$ cat src/rtl/output_collector_pkg.sv
// Shared control definitions for the output collector and its FIFO.
// The state encoding is fixed so other stages can decode a probed state value.
package output_collector_pkg;

  localparam int WIDTH_DEF = 32;
  localparam int DEPTH_DEF = 16;
  localparam int CNT_W_DEF = 32;

  typedef enum logic [1:0] {
    IDLE    = 2'd0,
    COLLECT = 2'd1,
    DRAIN   = 2'd2
  } state_t;

endpackage

$ cat src/rtl/output_collector_sync_fifo.sv
// First-word fall-through synchronous FIFO. A push into a full FIFO is accepted
// only when a pop happens in the same cycle. A pop from an empty FIFO is ignored.
module sync_fifo
  import output_collector_pkg::*;
#(
  parameter int WIDTH = WIDTH_DEF + 1,
  parameter int DEPTH = DEPTH_DEF
) (
  input  logic             clk,
  input  logic             clear,
  input  logic             push,
  input  logic             pop,
  input  logic [WIDTH-1:0] din,
  output logic [WIDTH-1:0] dout,
  output logic             full,
  output logic             empty
);

  localparam int AW = $clog2(DEPTH);
  localparam logic [AW:0] PTR_ONE = {{AW{1'b0}}, 1'b1};

  logic [WIDTH-1:0] mem [DEPTH];
  logic [AW:0]      wr_ptr;
  logic [AW:0]      rd_ptr;
  logic             do_push;
  logic             do_pop;

  assign do_pop  = pop && !empty;
  assign do_push = push && (!full || do_pop);

  // The extra pointer bit tells a full FIFO apart from an empty one.
  assign empty = (wr_ptr == rd_ptr);
  assign full  = (wr_ptr[AW] != rd_ptr[AW]) && (wr_ptr[AW-1:0] == rd_ptr[AW-1:0]);

  always_ff @(posedge clk) begin
    if (clear) begin
      wr_ptr <= '0;
      rd_ptr <= '0;
    end else begin
      if (do_push) wr_ptr <= wr_ptr + PTR_ONE;
      if (do_pop)  rd_ptr <= rd_ptr + PTR_ONE;
    end
  end

  // NOTE: storage has no reset; empty/full come only from the pointers, so
  // stale contents are never observed and the array can map onto plain RAM.
  always_ff @(posedge clk) begin
    if (do_push) mem[wr_ptr[AW-1:0]] <= din;
  end

  // Gated to zero when empty so the output is a clean zero after clear.
  assign dout = empty ? '0 : mem[rd_ptr[AW-1:0]];

endmodule

$ cat src/rtl/output_collector.sv
// Collects a framed batch of result words into a FIFO and presents it to the host
// on a valid/ready stream with a last-word marker, done pulse and sticky error flags.
module output_collector
  import output_collector_pkg::*;
#(
  parameter int WIDTH = WIDTH_DEF,
  parameter int DEPTH = DEPTH_DEF,
  parameter int CNT_W = CNT_W_DEF
) (
  input  logic             clk,
  input  logic             clear,
  input  logic             enable,
  input  logic [WIDTH-1:0] y_in,
  input  logic             y_valid,
  input  logic [CNT_W-1:0] out_count,
  input  logic             out_count_valid,
  output logic [WIDTH-1:0] m_data,
  output logic             m_valid,
  input  logic             m_ready,
  output logic             m_last,
  output logic             busy,
  output logic             done,
  output logic             overflow,
  output logic             proto_err
);

  localparam logic [CNT_W-1:0] CNT_ONE = {{(CNT_W-1){1'b0}}, 1'b1};

  state_t           state;
  logic [CNT_W-1:0] remaining;

  logic             y_evt;
  logic             cnt_evt;
  logic             is_last;
  logic             push_req;
  logic             pop_fire;
  logic             push_ok;
  logic             fifo_full;
  logic             fifo_empty;
  logic [WIDTH:0]   fifo_din;
  logic [WIDTH:0]   fifo_dout;

  // Input events are gated by enable; the host side drains regardless.
  assign y_evt    = enable && y_valid;
  assign cnt_evt  = enable && out_count_valid;
  assign is_last  = (remaining == CNT_ONE);
  assign push_req = (state == COLLECT) && y_evt;
  assign pop_fire = !fifo_empty && m_ready;
  assign push_ok  = push_req && (!fifo_full || pop_fire);
  assign fifo_din = {is_last, y_in};

  sync_fifo #(
    .WIDTH (WIDTH + 1),
    .DEPTH (DEPTH)
  ) u_fifo (
    .clk   (clk),
    .clear (clear),
    .push  (push_req),
    .pop   (m_ready),
    .din   (fifo_din),
    .dout  (fifo_dout),
    .full  (fifo_full),
    .empty (fifo_empty)
  );

  assign m_data  = fifo_dout[WIDTH-1:0];
  assign m_last  = fifo_dout[WIDTH];
  assign m_valid = !fifo_empty;
  assign busy    = (state != IDLE);

  // NOTE: all state here uses non-blocking assignments so every branch sees
  // the pre-edge values of state/remaining regardless of statement order.
  always_ff @(posedge clk) begin
    if (clear) begin
      state     <= IDLE;
      remaining <= '0;
      done      <= 1'b0;
      overflow  <= 1'b0;
      proto_err <= 1'b0;
    end else begin
      done <= 1'b0;
      if (push_req && !push_ok) overflow <= 1'b1;

      case (state)
        IDLE: begin
          if (y_evt) proto_err <= 1'b1;
          if (cnt_evt) begin
            if (out_count != '0) begin
              remaining <= out_count;
              state     <= COLLECT;
            end else begin
              done <= 1'b1;
            end
          end
        end

        COLLECT: begin
          if (cnt_evt) proto_err <= 1'b1;
          if (y_evt && remaining != '0) begin
            remaining <= remaining - CNT_ONE;
            if (is_last) begin
              // A dropped final word can never be marked, so close the batch now.
              if (push_ok) begin
                state <= DRAIN;
              end else begin
                state <= IDLE;
                done  <= 1'b1;
              end
            end
          end
        end

        DRAIN: begin
          if (y_evt || cnt_evt) proto_err <= 1'b1;
          if (pop_fire && m_last) begin
            state <= IDLE;
            done  <= 1'b1;
          end
        end

        default: state <= IDLE;
      endcase
    end
  end

endmodule

$ cat config.mk
export PLATFORM = sky130hd
export DESIGN_NAME = output_collector
export DESIGN_NICKNAME = d
export VERILOG_FILES = /design/src/rtl/output_collector_pkg.sv /design/src/rtl/output_collector_sync_fifo.sv /design/src/rtl/output_collector.sv
export SDC_FILE = /design/constraint.sdc
export NUM_CORES = 1
export LEC_CHECK = 0
export BUFFER_PORTS_ARGS = -buffer_cell sky130_fd_sc_hd__buf_2
export CORE_MARGIN = 1.5
export CORE_UTILIZATION = 57
export CTS_BUF_LIST = sky130_fd_sc_hd__clkbuf_8
export CTS_CLUSTER_SIZE = 28
export DETAILED_ROUTE_END_ITERATION = 12
export PLACE_DENSITY = 0.86
export SLEW_MARGIN = 40
export SYNTH_ARGS = -nofsm -noshare
export SYNTH_HDL_FRONTEND = slang
export SYNTH_SLANG_ARGS = --single-unit
$ cat constraint.sdc
create_clock -name clk -period 3.7 [get_ports clk]
set_input_delay 0.185 -clock clk [delete_from_list [all_inputs] [get_ports clk]]
set_output_delay 0.185 -clock clk [all_outputs]
set_load 0.01 [all_outputs]
# [Word-level counts from Yosys, hierarchy flattened]
# Memory sizes are Yosys's and may differ from the RTL's. A register that Yosys moved wholly into a read port is not among the register bits.
# Cells that the tools add are included.
[totals] ff_bits=47 out_inout_bits=38 n_memories=1 word_cells=75 mem_bits_rw=528 inputBits=70
[mem_list] name="u_fifo.mem" depth=16 width=33 read_ports=1 rd_ports_with_merged_regs=1 wr=1 line="output_collector_sync_fifo.sv:22" text="logic [WIDTH-1:0] mem [DEPTH];"
[op_classes] eq_ne=14 n_mux=27 add_sub_neg=3 n_reduce_logical=23
[ops] operator="$mux W32" n=3
[ops] operator="$pmux W32 S2" n=1
[ops] operator="$reduce_bool A32 Y1" n=2
[ops] operator="$mux W33" n=1
[ops] operator="$eq A32 B1 Y1 const B" n=1
[ops] operator="$sub A32 B1 Y32 const B" n=1
[ops] operator="$ne A2 B2 Y1 const B" n=7
[ops] operator="$mux W2" n=6
[ops] operator="$mux W1" n=11
[ops] operator="$add A5 B1 Y5 const B" n=2
[ops] operator="$logic_and A1 B1 Y1" n=9
[ops] operator="$mux W4" n=2
[ops] operator="$reduce_and A4 Y1" n=2
[ops] operator="$pmux W1 S3" n=2
[ops] operator="$pmux W2 S3" n=1
[ops] operator="$eq A5 B5 Y1" n=1
[ops] operator="$reduce_and A5 Y1" n=1
[ops] operator="$eq A4 B4 Y1" n=1
[ops] operator="$reduce_bool A2 Y1" n=2
[ops] operator="$logic_not A1 Y1" n=3
[ops] operator="$reduce_bool A3 Y1" n=1
[ops] operator="$eq A2 B1 Y1 const B" n=1
[ops] operator="$eq A2 B2 Y1 const B" n=1
[ops] operator="$logic_not A2 Y1" n=1
[ops] operator="other kinds (3)" n=4

# [Logic depth before layout (Yosys ltp)]
# Gate-level depths: netlist of the first run.
[depth] depth_word=9 depth_mapped=10 depth_no_buf=7

# [Hierarchy]
# A second synthesis of the first run with hierarchy kept.
[unflattened] hier_cells=1251 area_unflattened_um2=23023.3
[by_module_without_submodules] module="sync_fifo" n_inst=1 cells_each=898 seq_area_each_um2=16135.5 area_per_inst_um2=20488.4
[by_module_without_submodules] module="output_collector" n_inst=1 cells_each=353 seq_area_each_um2=740.7 area_per_inst_um2=2534.9

# [Least setup slack after synthesis of the first run]
# Ideal clock, no wire load.
[synth_timing] kind="register -> register" start="register state[0]" end="memory u_fifo.mem[3][0] in the netlist's numbering, enable pin" setup_slack_ns=-0.239 setup_time_ns=0.464 required_ns=3.236 t_arrival_ns=3.475 n_path_buf=2 synth_period_minus_slack_ns=3.939 stages_incl_launch_ff=7 path_cell_list="dfxtp_1 > buf_2 > nor2b_1 > clkbuf_1 > and3_1 > o211ai_1 > nor3_1"
[synth_between] elab_chain_cells=5
[synth_lines] element="start: declaration" line="output_collector.sv:29" text="state_t state;"
[synth_lines] element="start signal: assignment" line="output_collector.sv:75" text="state <= IDLE;"
[synth_lines] element="start signal: assignment" line="output_collector.sv:90" text="state <= COLLECT;"
[synth_lines] element="start signal: assignment" line="output_collector.sv:104" text="state <= DRAIN;"
[synth_lines] element="$eq A2 B1 Y1" line="output_collector.sv:47" text="assign push_req = (state == COLLECT) && y_evt;"
[synth_lines] element="$logic_and A1 B1 Y1" line="output_collector.sv:47"
[synth_lines] element="$logic_and A1 B1 Y1" line="output_collector_sync_fifo.sv:29" text="assign do_push = push && (!full || do_pop);"
[synth_lines] element="$mux W1" line="output_collector_sync_fifo.sv:48" text="if (do_push) mem[wr_ptr[AW-1:0]] <= din;"
[synth_lines] element="$mux W1 (implied by the code)" line="output_collector_sync_fifo.sv:48"
[synth_lines] element="end: declaration" line="output_collector_sync_fifo.sv:22"
# No other way between the ends.

# [Worst setup path after layout of the first run]
[layout_timing] start="register u_fifo.wr_ptr[2]" end="output port m_data[30]"
[layout_between] elab_chain_cells=2
[layout_lines] element="start: declaration" line="output_collector_sync_fifo.sv:23" text="logic [AW:0] wr_ptr;"
[layout_lines] element="start signal: assignment" line="output_collector_sync_fifo.sv:40" text="if (do_push) wr_ptr <= wr_ptr + PTR_ONE;"
[layout_lines] element="$eq A5 B5 Y1" line="output_collector_sync_fifo.sv:32" text="assign empty = (wr_ptr == rd_ptr);"
[layout_lines] element="$mux W33" line="output_collector_sync_fifo.sv:52" text="assign dout = empty ? '0 : mem[rd_ptr[AW-1:0]];"
[layout_lines] element="end: declaration" line="output_collector.sv:17" text="output logic [WIDTH-1:0] m_data,"
# No other way between the ends.

==> insert_results.sql, run 1 <==
INSERT INTO impl_metrics (metric_group, metric, value, unit) VALUES
('run_status', 'run_status', 'finished, final reports clean', ''),
('logic_synthesis', 'yosysMostFrequentCell', 'sky130_fd_sc_hd__edfxtp_1', ''),
('route', 'route.detailed.vias_per_inst', '6.56', ''),
('sta', 'tightest_slew', '0.881', 'ns'),
('route', 'detailedRoute.firstIterationViolations', '1726', ''),
('clock_network', 'insertion_delay', '0.67', 'ns'),
('floorplan', 'floorplan.io_pins', '108', ''),
('route', 'wl_per_cell', '26.9', 'um'),
('worst_setup_path', 'cp_max_fo', '18', ''),
('logic_synthesis', 'ys_seq_elements', '579', ''),
('worst_setup_path', 'crit_path_start_kind', 'flop', ''),
('logic_synthesis', 'synth.top_cells.by_area', 'sky130_fd_sc_hd__edfxtp_1 (67%), sky130_fd_sc_hd__mux4_2 (13%), sky130_fd_sc_hd__dfxtp_1 (4.3%), sky130_fd_sc_hd__a211oi_1 (2.2%), sky130_fd_sc_hd__mux2i_1 (1.5%)', ''),
('clock_network', 'cts_tree', 'yes', ''),
('floorplan', 'die-area', '42500', 'um^2'),
('global_route', 'grt_usage', '27.3', '%'),
('sta', 'max_clock_freq', '0.304', 'GHz'),
('route', 'drt_drc_violations_left', '0', ''),
('clock_network', 'htree_levels', '3', ''),
('placed_design', 'placed_cell_area', '24800', 'um^2'),
('logic_synthesis', 'async_flop_share', '0', '%'),
('worst_setup_path', 'critical_path.top_delay_family', 'simple AND/OR/NAND/NOR gates', ''),
('logic_synthesis', 'syn_area', '23600', 'um^2'),
('sta', 'report.final.hold_viol_count', '0', ''),
('sta', 'final-setup-viol-count', '0', ''),
('sta', 'layout_min_cycle_time', '3.29', 'ns'),
('power_and_ir_drop', 'max_vdd_drop', '0.375', 'mV'),
('clock_network', 'cts_buffer_depth', '3', ''),
('global_route', 'global_route_wire_length_before_repair', '84.0', 'mm'),
('clock_network', 'cts_resized', '0', ''),
('layout', 'drive_gt1_share', '28.5', '%'),
('worst_setup_path', 'timing.setup.critical_path_class', 'reg -> out', ''),
('worst_setup_path', 'critical_path_arrival', '3.11', 'ns'),
('clock_network', 'tritoncts.num_buffers', '90', ''),
('hold_path', 'min_delay_path_depth', '5', ''),
('placed_design', 'place_hpwl', '31.7', 'mm'),
('logic_synthesis', 'netlist.top_cell.by_area', 'sky130_fd_sc_hd__edfxtp_1', ''),
('worst_setup_path', 'max_stage_delay', '0.63', 'ns'),
('logic_synthesis', 'ys_seq_area_share', '71.7', '%'),
('clock_network', 'cts-root-buf', 'sky130_fd_sc_hd__clkbuf_8', ''),
('placed_design', 'routabilityCongestion', '0.892', ''),
('global_route', 'maximum_number_of_pins_on_one_net_before_global_route_repair', '58', ''),
('worst_setup_path', 'r2r_start', 'remaining[0]', ''),
('power_and_ir_drop', 'total_leakage_power', '8.71', 'nW'),
('worst_setup_path', 'endpoint', 'm_data[30]', ''),
('layout', 'area_growth', '15.2', '%'),
('sta', 'fin_worst_hold_slack', '0.0271', 'ns'),
('worst_setup_path', 'regToRegSetupSlack', '0.75', 'ns'),
('logic_synthesis', 'syn_avg_cell_area', '18.6', 'um^2'),
('layout', 'fin_cells', '2080', ''),
('floorplan', 'initial_utilization', '57.7', '%'),
('floorplan', 'chipHeight', '206', 'um'),
('sta', 'relSlewSlack', '41.2', '%'),
('worst_setup_path', 'worst-path-stages', '6', ''),
('global_route', 'antenna_found_initial', '1', ''),
('worst_setup_path', 'worstSetupStartpoint', 'u_fifo.wr_ptr[2]', ''),
('route', 'first_pass_iters', '5', ''),
('floorplan', 'row_count', '74', ''),
('global_route', 'grt_pass1_vias', '13800', ''),
('route', 'routed_via_count', '13700', ''),
('layout', 'finalNetCount', '1560', ''),
('worst_setup_path', 'critical-path-slowest-cell', 'sky130_fd_sc_hd__nor2_4', ''),
('worst_setup_path', 'worst_ep_required', '3.51', 'ns'),
('logic_synthesis', 'synth_nets', '1345', ''),
('logic_synthesis', 'synth.distinct_cells', '70', ''),
('worst_setup_path', 'worst_r2r_endpoint', 'remaining[26]', ''),
('hold_path', 'min-delay-path-class', 'in -> reg', ''),
('job', 'max-cap-violations', '0', ''),
('logic_synthesis', 'ys.warnings.count', '0', ''),
('logic_synthesis', 'number_of_enable_flip_flop_cells_after_synthesis', '528', ''),
('clock_network', 'clk_transition_reported_paths', '0.06', 'ns'),
('power_and_ir_drop', 'power.density_cell_area', '483', 'nW/um^2');
-- area by class of cell --
type,instances,area (um^2)
inverter,15,56.3
multi-input combinational,585,6290
timing repair buffer,212,1570
clock inverter,63,388
fill,2489,13700
tap,532,666
clock buffer,92,1270
antenna,2,5.00
sequential,579,16900
-- sequential cells by signal, summed over array words and instances, names as in the netlist, named ones only --
name / cells
u_fifo.mem: 528
remaining: 32
u_fifo.rd_ptr: 5
u_fifo.wr_ptr: 5
state: 2
done: 1
overflow: 1
proto_err: 1
-- how the worst min path moves through the flow --
stage	slack (ns)	startpoint	endpoint
final	0.03	y_valid	u_fifo.wr_ptr[3]
after global routing	0.02	out_count[30]	remaining[30]
after CTS	0.003	y_valid	u_fifo.wr_ptr[3]
after detailed placement	0.45	overflow	overflow
after global placement	0.44	overflow	overflow
after floorplan	0.28	y_in[0]	u_fifo.mem[0][0]
-- power breakdown --
part,leakage [nW],switching (W),internal (W)
clock,0.917,0.00244,0.00254
sequential,5.18,0.0000546,0.00717
combinational,2.62,0.000522,0.000381
total,8.71,0.00302,0.0101
-- worst min-delay path, cell delays in order --
cell                       delay [ns]
sky130_fd_sc_hd__buf_2           0.13
sky130_fd_sc_hd__nand3_1         0.09
sky130_fd_sc_hd__a211oi_1        0.07
sky130_fd_sc_hd__xnor2_1         0.12
sky130_fd_sc_hd__nor2_1          0.03
-- stage by stage --
stage          total power (W)  worst slack [ns]
2_1_floorplan          0.00789             0.561
3_3_place_gp           0.00815             0.946
3_5_place_dp           0.00818             0.849
4_1_cts                 0.0131             0.337
5_1_grt                 0.0135             0.194
6_report                0.0131             0.409
-- logic make-up after synthesis --
kind of cell / after synthesis / share of synthesized area (%)
AOI/OAI and AO/OA: 185 / 6.13
xor gates and xnor gates: 14 / 0.521
adders and majority gates: 7 / 0.372
buffers and inverters: 104 / 1.91
DFF: 579 / 71.7
muxes: 170 / 14.3
and+or+nand+nor: 209 / 5.12
-- repair_timing --
| item | in CTS | in global routing |
|---|---|---|
| setup endpoints to repair | 0 | 0 |
| hold buffers | 65 | 0 |
| buffers inserted | 0 | 0 |
| hold endpoints to repair | 545 | 0 |
-- layout by cell type, fill, tap and decap left out, drive strengths merged, types with 15 or more instances in the layout --
master,n
nand2,25
and3,17
inv,43
nor4,20
a211oi,74
nand3,15
buf,147
dfxtp,51
clkinv,26
mux2i,36
mux4,133
dlygate4sd3,65
nor3,15
nor2,34
edfxtp,528
nor2b,39
clkbuf,92
-- layer usage --
layer / global-route usage, % / wire length [um] / vias to the layer above
met5: 0 / 0 / -
met4: 9.01 / 1570 / 0
met3: 6.46 / 5210 / 128
met2: 44.8 / 27900 / 874
met1: 36.2 / 21300 / 6911
li1: - / - / 5737
(Power assumes the default switching activity.)
==> run 2, diff against run 1 <==
SYNTH_HIERARCHICAL = 1   (was unset)
==> insert_results.sql, run 2 <==
INSERT INTO impl_metrics (metric_group, metric, value, unit) VALUES
('logic_synthesis', 'synth_top_cell_area_share', '68.9', '%'),
('hold_path', 'min-delay-path-class', 'in -> reg', ''),
('hold_path', 'min_from', 'out_count[24]', ''),
('floorplan', 'chipHeight', '204', 'um'),
('worst_setup_path', 'crit_path_start_kind', 'flop', ''),
('sta', 'final-setup-viol-count', '0', ''),
('logic_synthesis', 'synth_simple_gate_area_share', '5.51', '%'),
('clock_network', 'tritoncts_num_sinks', '579', ''),
('global_route', 'antenna_found_initial', '1', ''),
('power_and_ir_drop', 'power.density_cell_area', '483', 'nW/um^2'),
('worst_setup_path', 'timing.setup.critical_path_class', 'reg -> out', ''),
('logic_synthesis', 'synthAdderAreaFrac', '0.435', '%'),
('worst_setup_path', 'r2r_start', 'remaining[7]', ''),
('route', 'routed_via_count', '13500', ''),
('logic_synthesis', 'netlist_top_cells_count', 'sky130_fd_sc_hd__edfxtp_1 (528), sky130_fd_sc_hd__mux4_2 (132), sky130_fd_sc_hd__o22ai_1 (66)', ''),
('route', 'detail_route_antenna_nets', '0', ''),
('worst_setup_path', 'cp_cell_sequence', 'or2_2 > buf_4 > o22ai_1 > nor3_1 > buf_2', ''),
('logic_synthesis', 'synth_compound_gate_area_share', '5.30', '%'),
('sta', 'layout_min_cycle_time', '3.31', 'ns'),
('floorplan', 'fp.coreArea', '39800', 'um^2'),
('logic_synthesis', 'synth.distinct_cells', '64', ''),
('layout', 'num-fill-cells', '2480', ''),
('placed_design', 'dpl.cell_count', '1831', ''),
('logic_synthesis', 'ys.warnings.count', '6', ''),
('worst_setup_path', 'end_kind', 'primary output', ''),
('clock_network', 'tritoncts.num_buffers', '88', ''),
('logic_synthesis', 'synthMuxAreaShare', '13.0', '%'),
('logic_synthesis', 'combinational_family_with_the_most_area_after_synthesis', 'multiplexers', ''),
('route', 'first_pass_iters', '5', ''),
('placed_design', 'place_hpwl', '29.8', 'mm'),
('logic_synthesis', 'synth_nets', '1329', ''),
('job', 'max-cap-violations', '0', ''),
('clock_network', 'cts-root-buf', 'sky130_fd_sc_hd__clkbuf_8', ''),
('floorplan', 'horizontal_extent_of_the_die', '204', 'um'),
('global_route', 'overflow', '0', ''),
('sta', 'tightest_slew', '0.831', 'ns'),
('layout', 'layout_common_cells', 'sky130_fd_sc_hd__edfxtp_1 (528), sky130_fd_sc_hd__mux4_2 (132), sky130_fd_sc_hd__buf_2 (107)', ''),
('logic_synthesis', 'synth.top_cells.by_area', 'sky130_fd_sc_hd__edfxtp_1 (69%), sky130_fd_sc_hd__mux4_2 (13%), sky130_fd_sc_hd__dfxtp_1 (4.4%), sky130_fd_sc_hd__o22ai_1 (1.8%), sky130_fd_sc_hd__nor3_1 (1.2%)', ''),
('route', 'detailedRoute.firstIterationViolations', '1474', ''),
('clock_network', 'cts_buffer_depth', '3', ''),
('sta', 'totalNegativeSetupSlack', '0', 'ns'),
('logic_synthesis', 'netlist.top_cell.by_area', 'sky130_fd_sc_hd__edfxtp_1', ''),
('layout', 'drive_gt1_share', '27.6', '%'),
('layout', 'multi_input_area', '5810', 'um^2'),
('logic_synthesis', 'async_flop_share', '0', '%'),
('floorplan', 'floorplan.io_pins', '108', ''),
('global_route', 'grt_pass1_vias', '14000', ''),
('global_route', 'grt_usage', '26.9', '%'),
('placed_design', 'io_buffer_count', '107', ''),
('clock_network', 'insertion_delay', '0.65', 'ns'),
('sta', 'layout_worst_path_cycle_share', '89.4', '%'),
('floorplan', 'die-area', '41600', 'um^2'),
('logic_synthesis', 'synth_top_flop_cell', 'sky130_fd_sc_hd__edfxtp_1', ''),
('worst_setup_path', 'worst_ep_required', '3.51', 'ns'),
('clock_network', 'postCtsSetupBuffers', '0', ''),
('sta', 'finClkSkew', '0.0308', 'ns'),
('layout', 'postLayoutCoreUtil', '66.2', '%'),
('logic_synthesis', 'number_of_enable_flip_flop_cells_after_synthesis', '528', ''),
('logic_synthesis', 'ys_seq_area_share', '73.3', '%'),
('layout', 'finalNetCount', '1538', ''),
('layout', 'fin_cells', '2057', ''),
('worst_setup_path', 'critical_path_arrival', '3.12', 'ns'),
('layout', 'layout.area.seq', '16900', 'um^2'),
('logic_synthesis', 'syn_area', '23000', 'um^2'),
('clock_network', 'cts_tree', 'yes', ''),
('sta', 'final_max_slew_viol_count', '0', ''),
('worst_setup_path', 'cp_max_fo', '37', ''),
('logic_synthesis', 'ys_seq_elements', '579', ''),
('power_and_ir_drop', 'design_power_total', '0.0127', 'W'),
('route', 'drt_drc_violations_left', '0', ''),
('clock_network', 'clk_transition_reported_paths', '0.06', 'ns'),
('global_route', 'maximum_number_of_pins_on_one_net_before_global_route_repair', '68', ''),
('floorplan', 'initial_utilization', '57.8', '%'),
('route', 'wl_per_cell', '26.6', 'um'),
('placed_design', 'routabilityCongestion', '0.867', ''),
('sta', 'relSlewSlack', '44.6', '%'),
('worst_setup_path', 'critical-path-slowest-cell', 'sky130_fd_sc_hd__dfxtp_4', ''),
('route', 'route.final.wire_length', '54.6', 'mm'),
('layout', 'area_growth', '14.6', '%'),
('clock_network', 'htree_levels', '3', ''),
('sta', 'fin_worst_hold_slack', '0.0388', 'ns'),
('worst_setup_path', 'max_stage_delay', '0.84', 'ns'),
('floorplan', 'row_count', '73', ''),
('sta', 'report.final.hold_viol_count', '0', ''),
('sta', 'max_clock_freq', '0.302', 'GHz'),
('layout', 'largest_register_ffs', '528', ''),
('run_status', 'run_status', 'finished, final reports clean', ''),
('layout', 'final_common_cell', 'sky130_fd_sc_hd__edfxtp_1', ''),
('power_and_ir_drop', 'max_vdd_drop', '0.339', 'mV'),
('power_and_ir_drop', 'total_leakage_power', '8.54', 'nW'),
('logic_synthesis', 'synth-xor-area-share', '0.533', '%'),
('logic_synthesis', 'yosysMostFrequentCell', 'sky130_fd_sc_hd__edfxtp_1', ''),
('logic_synthesis', 'syn_avg_cell_area', '18.4', 'um^2'),
('logic_synthesis', 'synthesis.instances', '1251', ''),
('route', 'route.detailed.vias_per_inst', '6.55', ''),
('global_route', 'global_route_wire_length_before_repair', '82.0', 'mm'),
('sta', 'rsz0062_at_grt', 'no', '');
[run 2: cell types whose count changed in the layout (fill, tap and decap cells not counted), sizes merged, moves of 8 or more]
cell and delta:
a211oi -71, o22ai +64, nor3 +40, a21oi +38, mux2i -34, nor2b -32, buf -12, nor2 +12
o21ai +12, nand3 -10, nand2 +9, o41ai -8
[run 2: power breakdown]
group,internal (W),total (W),switching [W]
clock,0.00230,0.00465,0.00234
combinational,0.000340,0.000862,0.000522
sequential,0.00717,0.00723,0.0000602
[run 2: path summary, 6_finish.rpt]
check | to | slack, ns | cells after the start
setup / recovery | m_data[31] | 0.39 | 5
hold / removal | remaining[24] | 0.04 | 4
setup reg to reg | remaining[15] | 0.81 | 7
hold reg to reg | overflow | 0.45 | 2
[run 2: area by class of cell]
| type | count | share of cell area (%) |
|---|---|---|
| Sequential cell | 579 | 64.0 |
| Multi-Input combinational cell | 583 | 22.0 |
| Timing Repair Buffer | 199 | 5.40 |
| Clock buffer | 92 | 4.80 |
| Tap cell | 525 | 2.49 |
| Clock inverter | 67 | 1.09 |
| Inverter | 9 | 0.128 |
| Antenna cell | 3 | 0.0285 |
[run 2: what timing repair did]
action	4_1_cts	5_1_grt
endpoints found under the hold margin	543	0
hold buffers	64	0
resized for setup	0	0
[run 2: logic make-up (layout without fill, tap and decap cells)]
logic type	after synthesis	after routing
xor gates and xnor gates	14	14
adders and majority gates	8	8
AOI/OAI and AO/OA	191	191
DFF	579	579
other	0	3
muxes	135	135
buffers and inverters	89	367
and+or+nand+nor	235	235
[run 2: routing by layer]
metal  track usage, %  routed length [um]  vias up
li1                 -                   -     5615
met1             35.0               19800     6832
met2             44.9               28000      906
met3             5.23                5300      119
met4             10.8                1550        0
met5                0                   0        -
[run 2: metrics by stage]
stage | setup slack (ns) | area [um^2]
finish | 0.392 | 26400
global route | 0.222 | 26400
CTS | 0.315 | 26400
detailed placement | 0.839 | 24200
global placement | 0.867 | 24100
floorplan | 0.640 | 23000
[run 2: critical path, delay by kind of cell (launching register included)]
family	cells	cell delay [ns]
AO/OA/AOI/OAI	1	0.12
buffers and inverters	2	0.55
flip-flops	1	0.84
AND/OR/NAND/NOR	2	0.98
==> run 3, diff against run 2 <==
RECOVER_POWER = 25   (was unset)
==> insert_results.sql, run 3 (synthesized netlist as in run 2, its figures left out) <==
INSERT INTO impl_metrics (metric_group, metric, value, unit) VALUES
('placed_design', 'pre_cts_ws', '0.839', 'ns'),
('worst_setup_path', 'cp_max_fo', '37', ''),
('clock_network', 'postCtsSetupBuffers', '0', ''),
('clock_network', 'tritoncts.num_buffers', '88', ''),
('global_route', 'grt_pass1_vias', '14000', ''),
('layout', 'finalNetCount', '1538', ''),
('layout', 'area_growth', '14.4', '%'),
('route', 'first_pass_iters', '5', ''),
('floorplan', 'floorplan.io_pins', '108', ''),
('global_route', 'maximum_number_of_pins_on_one_net_before_global_route_repair', '68', ''),
('layout', 'fin_cells', '2056', ''),
('run_status', 'run_status', 'finished, final reports clean', ''),
('floorplan', 'row_count', '73', ''),
('sta', 'final_max_slew_viol_count', '0', ''),
('floorplan', 'horizontal_extent_of_the_die', '204', 'um'),
('layout', 'layout_common_cells', 'sky130_fd_sc_hd__edfxtp_1 (528), sky130_fd_sc_hd__mux4_2 (132), sky130_fd_sc_hd__clkbuf_8 (92)', ''),
('sta', 'fin_worst_hold_slack', '0.0437', 'ns'),
('route', 'route.detailed.vias_per_inst', '6.55', ''),
('placed_design', 'io_buffer_count', '107', ''),
('clock_network', 'insertion_delay', '0.65', 'ns'),
('clock_network', 'cts_buffer_depth', '3', ''),
('worst_setup_path', 'regToRegSetupSlack', '0.83', 'ns'),
('layout', 'num-fill-cells', '2487', ''),
('power_and_ir_drop', 'max_vdd_drop', '0.337', 'mV'),
('worst_setup_path', 'worst_ep_required', '3.51', 'ns'),
('layout', 'drive_gt1_share', '26.2', '%'),
('floorplan', 'chipHeight', '204', 'um'),
('global_route', 'global_route_wire_length_before_repair', '82.0', 'mm'),
('route', 'detail_route_antenna_nets', '0', ''),
('placed_design', 'routabilityCongestion', '0.867', ''),
('power_and_ir_drop', 'internal-power', '0.00981', 'W'),
('sta', 'layout_worst_path_cycle_share', '88.3', '%'),
('floorplan', 'fp.coreArea', '39800', 'um^2'),
('worst_setup_path', 'end_kind', 'primary output', ''),
('hold_path', 'min-delay-path-class', 'in -> reg', ''),
('sta', 'totalNegativeSetupSlack', '0', 'ns'),
('power_and_ir_drop', 'total_switching_power', '0.00293', 'W'),
('sta', 'layout_min_cycle_time', '3.27', 'ns'),
('sta', 'report.final.hold_viol_count', '0', ''),
('worst_setup_path', 'critical_path_arrival', '3.08', 'ns'),
('power_and_ir_drop', 'power.density_cell_area', '484', 'nW/um^2'),
('clock_network', 'cts-root-buf', 'sky130_fd_sc_hd__clkbuf_8', ''),
('sta', 'rsz0062_at_grt', 'no', ''),
('placed_design', 'dpl.cell_count', '1831', ''),
('route', 'drt_drc_violations_left', '0', ''),
('clock_network', 'tritoncts_num_sinks', '579', ''),
('global_route', 'grt_usage', '26.9', '%'),
('clock_network', 'clk_transition_reported_paths', '0.06', 'ns'),
('placed_design', 'place_hpwl', '29.8', 'mm'),
('route', 'route.final.wire_length', '54.8', 'mm'),
('sta', 'relSlewSlack', '45.4', '%'),
('worst_setup_path', 'crit_path_start_kind', 'flop', ''),
('power_and_ir_drop', 'power_frac_seq', '56.7', '%'),
('floorplan', 'die-area', '41600', 'um^2'),
('global_route', 'antenna_found_initial', '1', ''),
('job', 'max-cap-violations', '0', ''),
('power_and_ir_drop', 'total_leakage_power', '8.48', 'nW'),
('route', 'detailedRoute.firstIterationViolations', '1425', ''),
('floorplan', 'initial_utilization', '57.8', '%'),
('layout', 'finalInstanceArea', '26300', 'um^2'),
('worst_setup_path', 'timing.setup.critical_path_class', 'reg -> out', ''),
('power_and_ir_drop', 'clock_power_share', '36.5', '%'),
('layout', 'final_common_cell', 'sky130_fd_sc_hd__edfxtp_1', ''),
('sta', 'tightest_slew', '0.818', 'ns'),
('sta', 'layout_setup_ws', '0.431', 'ns'),
('power_and_ir_drop', 'switching_share', '23.0', '%'),
('power_and_ir_drop', 'comb_power_share', '6.7', '%'),
('clock_network', 'htree_levels', '3', ''),
('layout', 'largest_register_ffs', '528', ''),
('sta', 'finClkSkew', '0.0306', 'ns'),
('route', 'wl_per_cell', '26.6', 'um'),
('global_route', 'overflow', '0', ''),
('sta', 'final-setup-viol-count', '0', ''),
('clock_network', 'cts_tree', 'yes', ''),
('sta', 'max_clock_freq', '0.306', 'GHz'),
('route', 'routed_via_count', '13500', ''),
('placed_design', 'placed_cell_area', '24200', 'um^2');
run 3: cell count changes in the layout (fill, tap and decap cells not counted):
cell,previous run,this run
sky130_fd_sc_hd__buf_2,107,86
sky130_fd_sc_hd__clkbuf_1,0,21
sky130_fd_sc_hd__diode_2,3,2
run 3: power groups by stage:
stage	sequential (W)	combinational (W)	clock [W]
6_report	0.00723	0.000860	0.00465
5_1_grt	0.00723	0.000930	0.00500
4_1_cts	0.00723	0.000846	0.00471
3_5_place_dp	0.00736	0.000787	0
3_3_place_gp	0.00736	0.000757	0
2_1_floorplan	0.00734	0.000527	0
run 3: through the flow:
step / utilization [%] / total power [W]
after global placement: 60.6 / 0.00812
after floorplan: - / 0.00786
after global routing: 66.2 / 0.0132
final: 66.2 / 0.0127
after CTS: 66.2 / 0.0128
after detailed placement: 60.7 / 0.00815
run 3: repair_timing:
item	CTS	global route
endpoints found under the hold margin	543	0
hold buffers	64	0
resized for setup	0	0
run 3: per-layer routing:
| layer | wire length, um | global-route usage (%) |
|---|---|---|
| met1 | 19500 | 35.0 |
| met2 | 27800 | 44.9 |
| met3 | 5710 | 5.23 |
| met4 | 1740 | 10.8 |
| met5 | 0 | 0 |
run 3: path summary, 6_finish.rpt:
check	startpoint	to	cells past startpoint
min	out_count[9]	remaining[9]	4
min reg2reg	overflow	overflow	2
max reg2reg	remaining[7]	remaining[15]	7
max	flop	m_data[1]	5
run 3: critical path, stage by stage (launching register included):
cell                      delay, ns
sky130_fd_sc_hd__dfxtp_4       0.84
sky130_fd_sc_hd__buf_4         0.50
sky130_fd_sc_hd__mux4_2        0.31
sky130_fd_sc_hd__o22ai_1       0.08
sky130_fd_sc_hd__nor3_1        0.48
sky130_fd_sc_hd__buf_2         0.23
run 3: cell type report:
type / instances / area [um^2] / area share [%]
Antenna cell: 2 / 5.00 / 0.0190
Clock buffer: 92 / 1270 / 4.81
Clock inverter: 67 / 288 / 1.09
Inverter: 9 / 33.8 / 0.128
Multi-Input combinational cell: 583 / 5810 / 22.1
Sequential cell: 579 / 16900 / 64.1
Tap cell: 525 / 657 / 2.49
Timing Repair Buffer: 199 / 1400 / 5.30
